[config.mk]
export PLATFORM = sky130hd
export DESIGN_NAME = seg_scan_display
export DESIGN_NICKNAME = d
export VERILOG_FILES = /design/src/rtl/seg_scan_display_pkg.sv /design/src/rtl/seg_scan_display_hex_to_seg.sv /design/src/rtl/seg_scan_display.sv
export SDC_FILE = /design/constraint.sdc
export NUM_CORES = 1
export LEC_CHECK = 0
export ABC_AREA = 0
export BUFFER_PORTS_ARGS = -buffer_cell sky130_fd_sc_hd__buf_2
export CORE_ASPECT_RATIO = 0.8
export CORE_MARGIN = 5
export CORE_UTILIZATION = 52
export DETAILED_ROUTE_END_ITERATION = 16
export PLACE_DENSITY_LB_ADDON = 0.1
export SYNTH_ARGS = -nofsm -noshare
export SYNTH_HDL_FRONTEND = slang
export SYNTH_HIERARCHICAL = 1
export SYNTH_SLANG_ARGS = --single-unit
[constraint.sdc]
create_clock -name clk -period 2.38 [get_ports clk]
set_input_delay 0.238 -clock clk [delete_from_list [all_inputs] [get_ports clk]]
set_output_delay 0.238 -clock clk [all_outputs]
set_load 0.02 [all_outputs]
[src/rtl/seg_scan_display_pkg.sv]
`default_nettype none
// +--------------------------------------------------------------------------+
// | Package     : seg_pkg                                                    |
// | Description : Shared constants and the nibble-to-glyph function for the  |
// |               multiplexed 7-segment scan driver. All segment patterns    |
// |               are active-low, ordered a..g with bit 6 = a, bit 0 = g.    |
// | Contents    : SEG_BLANK, GLYPH_0..GLYPH_F, DP_ON/DP_OFF,                  |
// |               blink_phase_e, glyph(nibble, hex_mode)                     |
// | Revision    : 1.0 - initial release                                      |
// +--------------------------------------------------------------------------+
package seg_pkg;

   // All segments dark.
   localparam logic [6:0] SEG_BLANK = 7'b1111111;

   // Decimal glyphs, active-low a..g.
   localparam logic [6:0] GLYPH_0 = 7'b0000001;
   localparam logic [6:0] GLYPH_1 = 7'b1001111;
   localparam logic [6:0] GLYPH_2 = 7'b0010010;
   localparam logic [6:0] GLYPH_3 = 7'b0000110;
   localparam logic [6:0] GLYPH_4 = 7'b1001100;
   localparam logic [6:0] GLYPH_5 = 7'b0100100;
   localparam logic [6:0] GLYPH_6 = 7'b0100000;
   localparam logic [6:0] GLYPH_7 = 7'b0001111;
   localparam logic [6:0] GLYPH_8 = 7'b0000000;
   localparam logic [6:0] GLYPH_9 = 7'b0000100;

   // Hex glyphs A b C d E F, active-low a..g.
   localparam logic [6:0] GLYPH_A = 7'b0001000;
   localparam logic [6:0] GLYPH_B = 7'b1100000;
   localparam logic [6:0] GLYPH_C = 7'b0110001;
   localparam logic [6:0] GLYPH_D = 7'b1000010;
   localparam logic [6:0] GLYPH_E = 7'b0110000;
   localparam logic [6:0] GLYPH_F = 7'b0111000;

   // Decimal point drive levels (active-low pin).
   localparam logic DP_ON  = 1'b0;
   localparam logic DP_OFF = 1'b1;

   // Marker blink phase.
   typedef enum logic {
      BLINK_VISIBLE = 1'b0,
      BLINK_HIDDEN  = 1'b1
   } blink_phase_e;

   // Map a nibble to its glyph; codes 10..15 are blank unless hex_mode.
   function automatic logic [6:0] glyph(input logic [3:0] nibble,
                                        input logic       hex_mode);
      logic [6:0] g;
      g = SEG_BLANK;
      case (nibble)
         4'h0:    g = GLYPH_0;
         4'h1:    g = GLYPH_1;
         4'h2:    g = GLYPH_2;
         4'h3:    g = GLYPH_3;
         4'h4:    g = GLYPH_4;
         4'h5:    g = GLYPH_5;
         4'h6:    g = GLYPH_6;
         4'h7:    g = GLYPH_7;
         4'h8:    g = GLYPH_8;
         4'h9:    g = GLYPH_9;
         4'hA:    g = hex_mode ? GLYPH_A : SEG_BLANK;
         4'hB:    g = hex_mode ? GLYPH_B : SEG_BLANK;
         4'hC:    g = hex_mode ? GLYPH_C : SEG_BLANK;
         4'hD:    g = hex_mode ? GLYPH_D : SEG_BLANK;
         4'hE:    g = hex_mode ? GLYPH_E : SEG_BLANK;
         4'hF:    g = hex_mode ? GLYPH_F : SEG_BLANK;
         default: g = SEG_BLANK;
      endcase
      return g;
   endfunction

endpackage
`default_nettype wire

[src/rtl/seg_scan_display_hex_to_seg.sv]
`default_nettype none
// +--------------------------------------------------------------------------+
// | Module      : hex_to_seg                                                 |
// | Description : Combinational nibble-to-7-segment decoder shared by all    |
// |               digits of the scan driver.                                 |
// | Ports       : nibble   in  4  value to display                           |
// |               hex_mode in  1  1 = show A..F for 10..15, 0 = blank        |
// |               seg7     out 7  active-low a..g (bit 6 = a, bit 0 = g)     |
// | Revision    : 1.0 - initial release                                      |
// +--------------------------------------------------------------------------+
module hex_to_seg
   import seg_pkg::*;
(
   input  logic [3:0] nibble,
   input  logic       hex_mode,
   output logic [6:0] seg7
);

   always_comb begin
      seg7 = glyph(nibble, hex_mode);
   end

endmodule
`default_nettype wire

[src/rtl/seg_scan_display.sv]
`default_nettype none
// +--------------------------------------------------------------------------+
// | Module      : seg_scan_display                                           |
// | Description : Time-multiplexed driver for DIGITS common-anode 7-segment  |
// |               digits. A prescaler paces the digit sequencer; display     |
// |               data is double-buffered and swapped only at frame wrap so  |
// |               a frame never mixes old and new values. One shared decoder |
// |               sits after the digit mux. A marker digit can be flagged    |
// |               with its DP and optionally blinked every BLINK_FRAMES.     |
// | Ports       : clk        in  1          system clock                    |
// |               rst_n      in  1          async active-low reset          |
// |               data       in  4*DIGITS   nibble i = digit i (0=rightmost)|
// |               load       in  1          capture strobe for data         |
// |               en_mask    in  DIGITS     1 = digit lit                   |
// |               dp_mask    in  DIGITS     1 = DP lit                      |
// |               mark_en    in  1          marker enable                   |
// |               mark_idx   in  clog2(D)   marker digit                    |
// |               an         out DIGITS     anode selects, active-low       |
// |               seg        out 8          {dp, a..g}, active-low          |
// |               frame_done out 1          pulse on the frame-wrap cycle   |
// | Revision    : 1.0 - initial release                                      |
// +--------------------------------------------------------------------------+
module seg_scan_display
   import seg_pkg::*;
#(
   parameter int DIGITS       = 8,
   parameter int SCAN_DIV     = 100000,
   parameter int HEX_MODE     = 1,
   parameter int BLINK_FRAMES = 32
) (
   input  logic                       clk,
   input  logic                       rst_n,
   input  logic [4*DIGITS-1:0]        data,
   input  logic                       load,
   input  logic [DIGITS-1:0]          en_mask,
   input  logic [DIGITS-1:0]          dp_mask,
   input  logic                       mark_en,
   input  logic [$clog2(DIGITS)-1:0]  mark_idx,
   output logic [DIGITS-1:0]          an,
   output logic [7:0]                 seg,
   output logic                       frame_done
);

   localparam int IDX_W = $clog2(DIGITS);
   localparam int PRE_W = $clog2(SCAN_DIV);
   localparam int BLK_W = (BLINK_FRAMES > 1) ? $clog2(BLINK_FRAMES) : 1;

   logic [PRE_W-1:0]       pre_q,     pre_d;
   logic [IDX_W-1:0]       idx_q,     idx_d;
   logic [DIGITS-1:0][3:0] staging_q, staging_d;
   logic [DIGITS-1:0][3:0] shadow_q,  shadow_d;
   logic                   pending_q, pending_d;
   logic [DIGITS-1:0]      an_q,      an_d;
   logic [7:0]             seg_q,     seg_d;

   logic                   tick;
   logic                   wrap;
   logic                   mark_hit;
   logic                   blink_hidden;
   logic [3:0]             nibble_sel;
   logic [6:0]             glyph_sel;

   // idx_q names the digit that will be driven at the next tick, so the
   // wrap tick is the one that presents the last digit of the frame.
   assign tick = (pre_q == PRE_W'(SCAN_DIV - 1));
   assign wrap = tick && (idx_q == IDX_W'(DIGITS - 1));

   // mark_idx values beyond DIGITS-1 can never equal idx_q, so they
   // naturally disable the marker.
   assign mark_hit   = mark_en && (mark_idx == idx_q);
   assign nibble_sel = shadow_q[idx_q];

   hex_to_seg u_hex_to_seg (
      .nibble   (nibble_sel),
      .hex_mode (HEX_MODE != 0),
      .seg7     (glyph_sel)
   );

   // ---------------------------------------------------------------------
   // Scan timing and double buffer
   // ---------------------------------------------------------------------
   always_comb begin
      pre_d     = tick ? '0 : pre_q + PRE_W'(1);
      idx_d     = idx_q;
      staging_d = load ? data : staging_q;
      shadow_d  = shadow_q;
      pending_d = pending_q;

      if (tick) begin
         idx_d = wrap ? '0 : idx_q + IDX_W'(1);
      end

      // The shadow only changes at the wrap edge, after the last digit of
      // the outgoing frame has been latched from the old contents. A load
      // on the wrap cycle itself bypasses staging so it is not lost.
      if (wrap) begin
         if (load) begin
            shadow_d = data;
         end else if (pending_q) begin
            shadow_d = staging_q;
         end
         pending_d = 1'b0;
      end else if (load) begin
         pending_d = 1'b1;
      end
   end

   // ---------------------------------------------------------------------
   // Registered pin drive; an and seg always move together on a tick.
   // ---------------------------------------------------------------------
   always_comb begin
      an_d  = an_q;
      seg_d = seg_q;
      if (tick) begin
         // A masked digit still consumes its slot, keeping the refresh
         // rate independent of the mask.
         an_d       = en_mask[idx_q] ? ~(DIGITS'(1) << idx_q) : '1;
         seg_d[6:0] = (mark_hit && blink_hidden) ? SEG_BLANK : glyph_sel;
         seg_d[7]   = (dp_mask[idx_q] || mark_hit) ? DP_ON : DP_OFF;
      end
   end

   always_ff @(posedge clk or negedge rst_n) begin
      if (!rst_n) begin
         pre_q     <= '0;
         idx_q     <= '0;
         staging_q <= '0;
         shadow_q  <= '0;
         pending_q <= 1'b0;
         an_q      <= '1;
         seg_q     <= 8'hFF;
      end else begin
         pre_q     <= pre_d;
         idx_q     <= idx_d;
         staging_q <= staging_d;
         shadow_q  <= shadow_d;
         pending_q <= pending_d;
         an_q      <= an_d;
         seg_q     <= seg_d;
      end
   end

   // ---------------------------------------------------------------------
   // Marker blink: phase toggles every BLINK_FRAMES frame wraps.
   // ---------------------------------------------------------------------
   generate
      if (BLINK_FRAMES > 0) begin : g_blink
         logic [BLK_W-1:0] blink_cnt_q, blink_cnt_d;
         blink_phase_e     blink_phase_q, blink_phase_d;

         always_comb begin
            blink_cnt_d   = blink_cnt_q;
            blink_phase_d = blink_phase_q;
            if (wrap) begin
               if (blink_cnt_q == BLK_W'(BLINK_FRAMES - 1)) begin
                  blink_cnt_d   = '0;
                  blink_phase_d = (blink_phase_q == BLINK_VISIBLE) ?
                                  BLINK_HIDDEN : BLINK_VISIBLE;
               end else begin
                  blink_cnt_d = blink_cnt_q + BLK_W'(1);
               end
            end
         end

         always_ff @(posedge clk or negedge rst_n) begin
            if (!rst_n) begin
               blink_cnt_q   <= '0;
               blink_phase_q <= BLINK_VISIBLE;
            end else begin
               blink_cnt_q   <= blink_cnt_d;
               blink_phase_q <= blink_phase_d;
            end
         end

         assign blink_hidden = (blink_phase_q == BLINK_HIDDEN);
      end else begin : g_no_blink
         // Marker is flagged by its DP only and never blanks.
         assign blink_hidden = 1'b0;
      end
   endgenerate

   assign an         = an_q;
   assign seg        = seg_q;
   assign frame_done = wrap;

endmodule
`default_nettype wire

==> impl_metrics.prom <==
# TYPE chip_impl_metric gauge
chip_impl_info{name="outcome",value="completed"} 1
chip_impl_metric{name="first_global_vias",unit=""} 3415
chip_impl_metric{name="hpwlAfterDp",unit="um"} 7970
chip_impl_metric{name="filler_cell_count",unit=""} 783
chip_impl_info{name="crit_type",value="reg -> reg"} 1
chip_impl_metric{name="muxShareOfSynthArea",unit=""} 0.219
chip_impl_metric{name="pin_count_of_the_biggest_net_entering_global_routing",unit=""} 45
chip_impl_metric{name="synthesis.yosys.warnings",unit=""} 6
chip_impl_metric{name="num_rows",unit=""} 32
chip_impl_metric{name="critPathArrivalTime",unit="ps"} 2470
chip_impl_metric{name="final_util",unit=""} 0.619
chip_impl_metric{name="die_ar",unit="um2"} 12000
chip_impl_metric{name="slew-limit-headroom",unit=""} 0.582
chip_impl_metric{name="top_level_ports",unit=""} 72
chip_impl_metric{name="synth.yosys.seq_area_share",unit=""} 0.526
chip_impl_metric{name="postSynthCellCount",unit=""} 403
chip_impl_metric{name="power_density",unit="nW/um2"} 595
chip_impl_metric{name="n_antenna_cell",unit=""} 0
chip_impl_info{name="cts_tree",value="built"} 1
chip_impl_info{name="highest_count_cells_in_the_layout_ignoring_fill_and_taps",value="91 x sky130_fd_sc_hd__dfrtp_1, 70 x sky130_fd_sc_hd__buf_2, 36 x sky130_fd_sc_hd__mux2_2"} 1
chip_impl_metric{name="deepest_clock_path_buffer_count",unit=""} 2
chip_impl_metric{name="start_util",unit=""} 0.532
chip_impl_metric{name="finalPower",unit="uW"} 3560
chip_impl_metric{name="vias_per_cell",unit=""} 5.40
chip_impl_info{name="crit_path_top_delay_cell",value="sky130_fd_sc_hd__mux4_2"} 1
chip_impl_metric{name="post-route-min-period",unit="ps"} 2200
chip_impl_metric{name="fmax",unit="MHz"} 455
chip_impl_metric{name="synth_xor_area_frac",unit=""} 0.0273
chip_impl_metric{name="power.static_leakage",unit="uW"} 0.00280
chip_impl_metric{name="total_wirelength",unit="um"} 10900
chip_impl_metric{name="total_setup_violations_reported_at_the_end_of_the_flow",unit=""} 0
chip_impl_metric{name="netlist_area",unit="um2"} 5130
chip_impl_metric{name="accumulated_negative_setup_slack",unit="ps"} 0
chip_impl_metric{name="postSynthRegisterBits",unit=""} 107
chip_impl_metric{name="antenna_violations_before_repair",unit=""} 0
chip_impl_info{name="hp-class",value="in -> reg"} 1
chip_impl_metric{name="max_stage_delay",unit="ps"} 530
chip_impl_metric{name="synth-async-reset-ratio",unit=""} 1.00
chip_impl_info{name="cp_common_cell",value="sky130_fd_sc_hd__nand2_1"} 1
chip_impl_info{name="rsz0062_at_grt",value="no"} 1
chip_impl_metric{name="preCtsSetupSlack",unit="ps"} 95.6
chip_impl_metric{name="post_synthesis_compound_gate_area_fraction",unit=""} 0.0658
chip_impl_info{name="ys_dominant_reg_cell",value="sky130_fd_sc_hd__dfrtp_1"} 1
chip_impl_metric{name="syn_to_final_growth",unit="%"} 16.4
chip_impl_info{name="root_buffer",value="sky130_fd_sc_hd__clkbuf_16"} 1
chip_impl_info{name="final_common_cell",value="sky130_fd_sc_hd__dfrtp_1"} 1
chip_impl_metric{name="post_synth_and_or_nand_nor_area_fraction",unit=""} 0.109
chip_impl_metric{name="die_width",unit="um"} 121
chip_impl_metric{name="share_of_layout_cells_above_drive_strength_1",unit=""} 0.418
chip_impl_metric{name="grt-ovfl-total",unit=""} 0
chip_impl_info{name="synth_top_family_by_area",value="multiplexers"} 1
chip_impl_metric{name="finalHoldViolCount",unit=""} 0
chip_impl_metric{name="wl_per_cell",unit="um"} 17.5
chip_impl_metric{name="cap_violations",unit=""} 0
chip_impl_metric{name="io_buffers",unit=""} 71
chip_impl_metric{name="syn_nets",unit=""} 467
chip_impl_metric{name="tritoncts.num_buffers",unit=""} 9
chip_impl_metric{name="ant_nets",unit=""} 0
chip_impl_metric{name="detailroute.via_count",unit=""} 3342
chip_impl_metric{name="timing.critical_path.buf_inv",unit=""} 2
chip_impl_info{name="start_kind",value="register"} 1
chip_impl_metric{name="global_route_wire_length_before_repair",unit="um"} 18200
chip_impl_metric{name="drt_iter0_drc",unit=""} 204
chip_impl_metric{name="gr-usage-all-layers",unit=""} 0.193
chip_impl_metric{name="clock_sinks",unit=""} 107
chip_impl_metric{name="final_estimated_routing_congestion_in_global_placement",unit=""} 0.851
chip_impl_metric{name="syn-mean-instance-area",unit="um2"} 12.7
chip_impl_metric{name="nNetsFinal",unit=""} 543
chip_impl_metric{name="die_height",unit="um"} 98.9
chip_impl_metric{name="crit_fanout",unit=""} 11
chip_impl_metric{name="clk_pin_slew_worst_setup_hold_paths",unit="ps"} 70
chip_impl_metric{name="slew_violations",unit=""} 0
chip_impl_metric{name="count_of_flip_flops_with_a_built_in_enable_after_synthesis",unit=""} 0
chip_impl_metric{name="remaining_routing_drc_violations",unit=""} 0
chip_impl_metric{name="source_to_sink_clock_delay_at_the_later_pin_of_the_worst_skew_pair",unit="ps"} 340
chip_impl_metric{name="core",unit="um2"} 9650
chip_impl_metric{name="timing.final.crit_share",unit=""} 0.924
chip_impl_metric{name="drt_first_pass_iters",unit=""} 4
chip_impl_metric{name="max_slew.worst_pin.slew",unit="ps"} 618
chip_impl_info{name="critical-path-top-delay-family",value="multiplexers"} 1
chip_impl_metric{name="htreeDepth",unit=""} 3
chip_impl_metric{name="critPathRequiredTime",unit="ps"} 2650
chip_impl_metric{name="post_synth_fa_ha_maj_area_fraction",unit=""} 0.0219
chip_impl_info{name="crit_chain",value="buf_6 > mux4_2 > nand2_1 > nand2_1 > buf_4 > nand3b_1 > a21oi_1 > a211oi_2 > o22a_1"} 1
chip_impl_info{name="worst_setup_path_end_kind",value="register"} 1
chip_impl_metric{name="ir_drop",unit="mV"} 0.311
chip_impl_metric{name="timing.clock.skew",unit="ps"} 6.10
chip_impl_metric{name="yosys.cell_types.count",unit=""} 47
chip_impl_metric{name="finalWorstSetupSlack",unit="ps"} 180
[Yosys cell counts, types with 2 or more instances]
master | n | area, um2
sky130_fd_sc_hd__dfstp_2 | 16 | 420
sky130_fd_sc_hd__o21ai_0 | 15 | 75.1
sky130_fd_sc_hd__xor2_1 | 7 | 61.3
sky130_fd_sc_hd__nand2b_1 | 4 | 25.0
sky130_fd_sc_hd__ha_1 | 9 | 113
sky130_fd_sc_hd__clkbuf_1 | 12 | 45.0
sky130_fd_sc_hd__dfrtp_1 | 91 | 2280
sky130_fd_sc_hd__nand3_1 | 11 | 55.1
sky130_fd_sc_hd__and2_1 | 5 | 31.3
sky130_fd_sc_hd__nor2b_1 | 3 | 18.8
sky130_fd_sc_hd__a31oi_1 | 3 | 18.8
sky130_fd_sc_hd__nand2_1 | 31 | 116
sky130_fd_sc_hd__mux4_2 | 12 | 270
sky130_fd_sc_hd__nor2_1 | 22 | 82.6
sky130_fd_sc_hd__o31ai_1 | 2 | 15.0
sky130_fd_sc_hd__mux2_2 | 36 | 405
sky130_fd_sc_hd__and3_1 | 5 | 31.3
sky130_fd_sc_hd__inv_1 | 8 | 30.0
sky130_fd_sc_hd__mux2_4 | 30 | 450
sky130_fd_sc_hd__a21oi_1 | 17 | 85.1
sky130_fd_sc_hd__o22a_1 | 7 | 61.3
sky130_fd_sc_hd__buf_6 | 3 | 33.8
sky130_fd_sc_hd__and4_1 | 3 | 26.3
sky130_fd_sc_hd__xnor2_1 | 9 | 78.8
sky130_fd_sc_hd__nand4_1 | 6 | 37.5
sky130_fd_sc_hd__a211oi_1 | 3 | 22.5
sky130_fd_sc_hd__buf_2 | 8 | 40.0
sky130_fd_sc_hd__or3_1 | 4 | 25.0
sky130_fd_sc_hd__o21ai_1 | 3 | 15.0
[path summary, 6_finish.rpt]
kind,start,end,slack [ps],depth (start not counted)
max,idx_q[0]$_DFFE_PN0N_,seg[5]$_DFFE_PN1N_,180,9
min,data[21],staging_q[21]$_DFFE_PN0P_,140,2
max reg2reg,idx_q[0]$_DFFE_PN0N_,seg[5]$_DFFE_PN1N_,180,9
min reg2reg,pre_q[0]$_DFF_PN0_,pre_q[0]$_DFF_PN0_,480,1
max in group asynchronous,rst_n,seg[6]$_DFFE_PN1N_,1160,3
min in group asynchronous,rst_n,staging_q[1]$_DFFE_PN0P_,440,2
[layout make-up]
type                            instances  area (um2)  share of cell area
Inverter                                8        30.0             0.00503
Multi-Input combinational cell        264        2290               0.383
Clock inverter                          2        12.5             0.00210
Tap cell                              136         170              0.0285
Clock buffer                           13         250              0.0419
Timing Repair Buffer                   89         524              0.0878
Sequential cell                       107        2700               0.452
[timing repair]
action,CTS,global route
hold endpoints to repair,39,0
setup endpoints to repair,0,6
hold buffers,1,0
gates resized for setup,0,3
buffers inserted,0,0
[where the power goes]
group          leakage [uW]  switching [uW]  total (uW)  internal [uW]
registers           0.00133            23.8        1920           1890
clock network      0.000126             627        1360            733
logic               0.00135             132         278            147
total               0.00280             782        3560           2770
[cells by family after synthesis]
logic type,Yosys count
AOI/OAI and AO/OA,55
xor gates and xnor gates,16
adders and majority gates,9
buffers and inverters,32
DFF,107
muxes,78
other,1
and+or+nand+nor,105
[layer usage]
layer / global-route usage / wire length [um] / vias to the layer above
li1: - / - / 1583
met1: 0.290 / 5330 / 1679
met2: 0.286 / 4870 / 71
met3: 0.0448 / 532 / 9
met4: 0.0470 / 119 / 0
met5: 0 / 0 / -
[per-stage QoR]
stage / area (um2) / hold slack [ps] / std cells
after floorplan: 5130 / -57.6 / 403
after global routing: 5970 / 141 / 619
after global placement: 5690 / 282 / 603
final: 5970 / 144 / 619
after detailed placement: 5690 / 280 / 603
after CTS: 5960 / 135 / 619
[registers in the layout (all words and copies together), names as in the netlist]
register             count
an                       8
blink_hidden             1
g_blink.blink_cnt_q      5
idx_q                    3
pending_q                1
pre_q                   17
seg                      8
shadow_q                32
staging_q               32
Power figures use the tool's default switching activity.
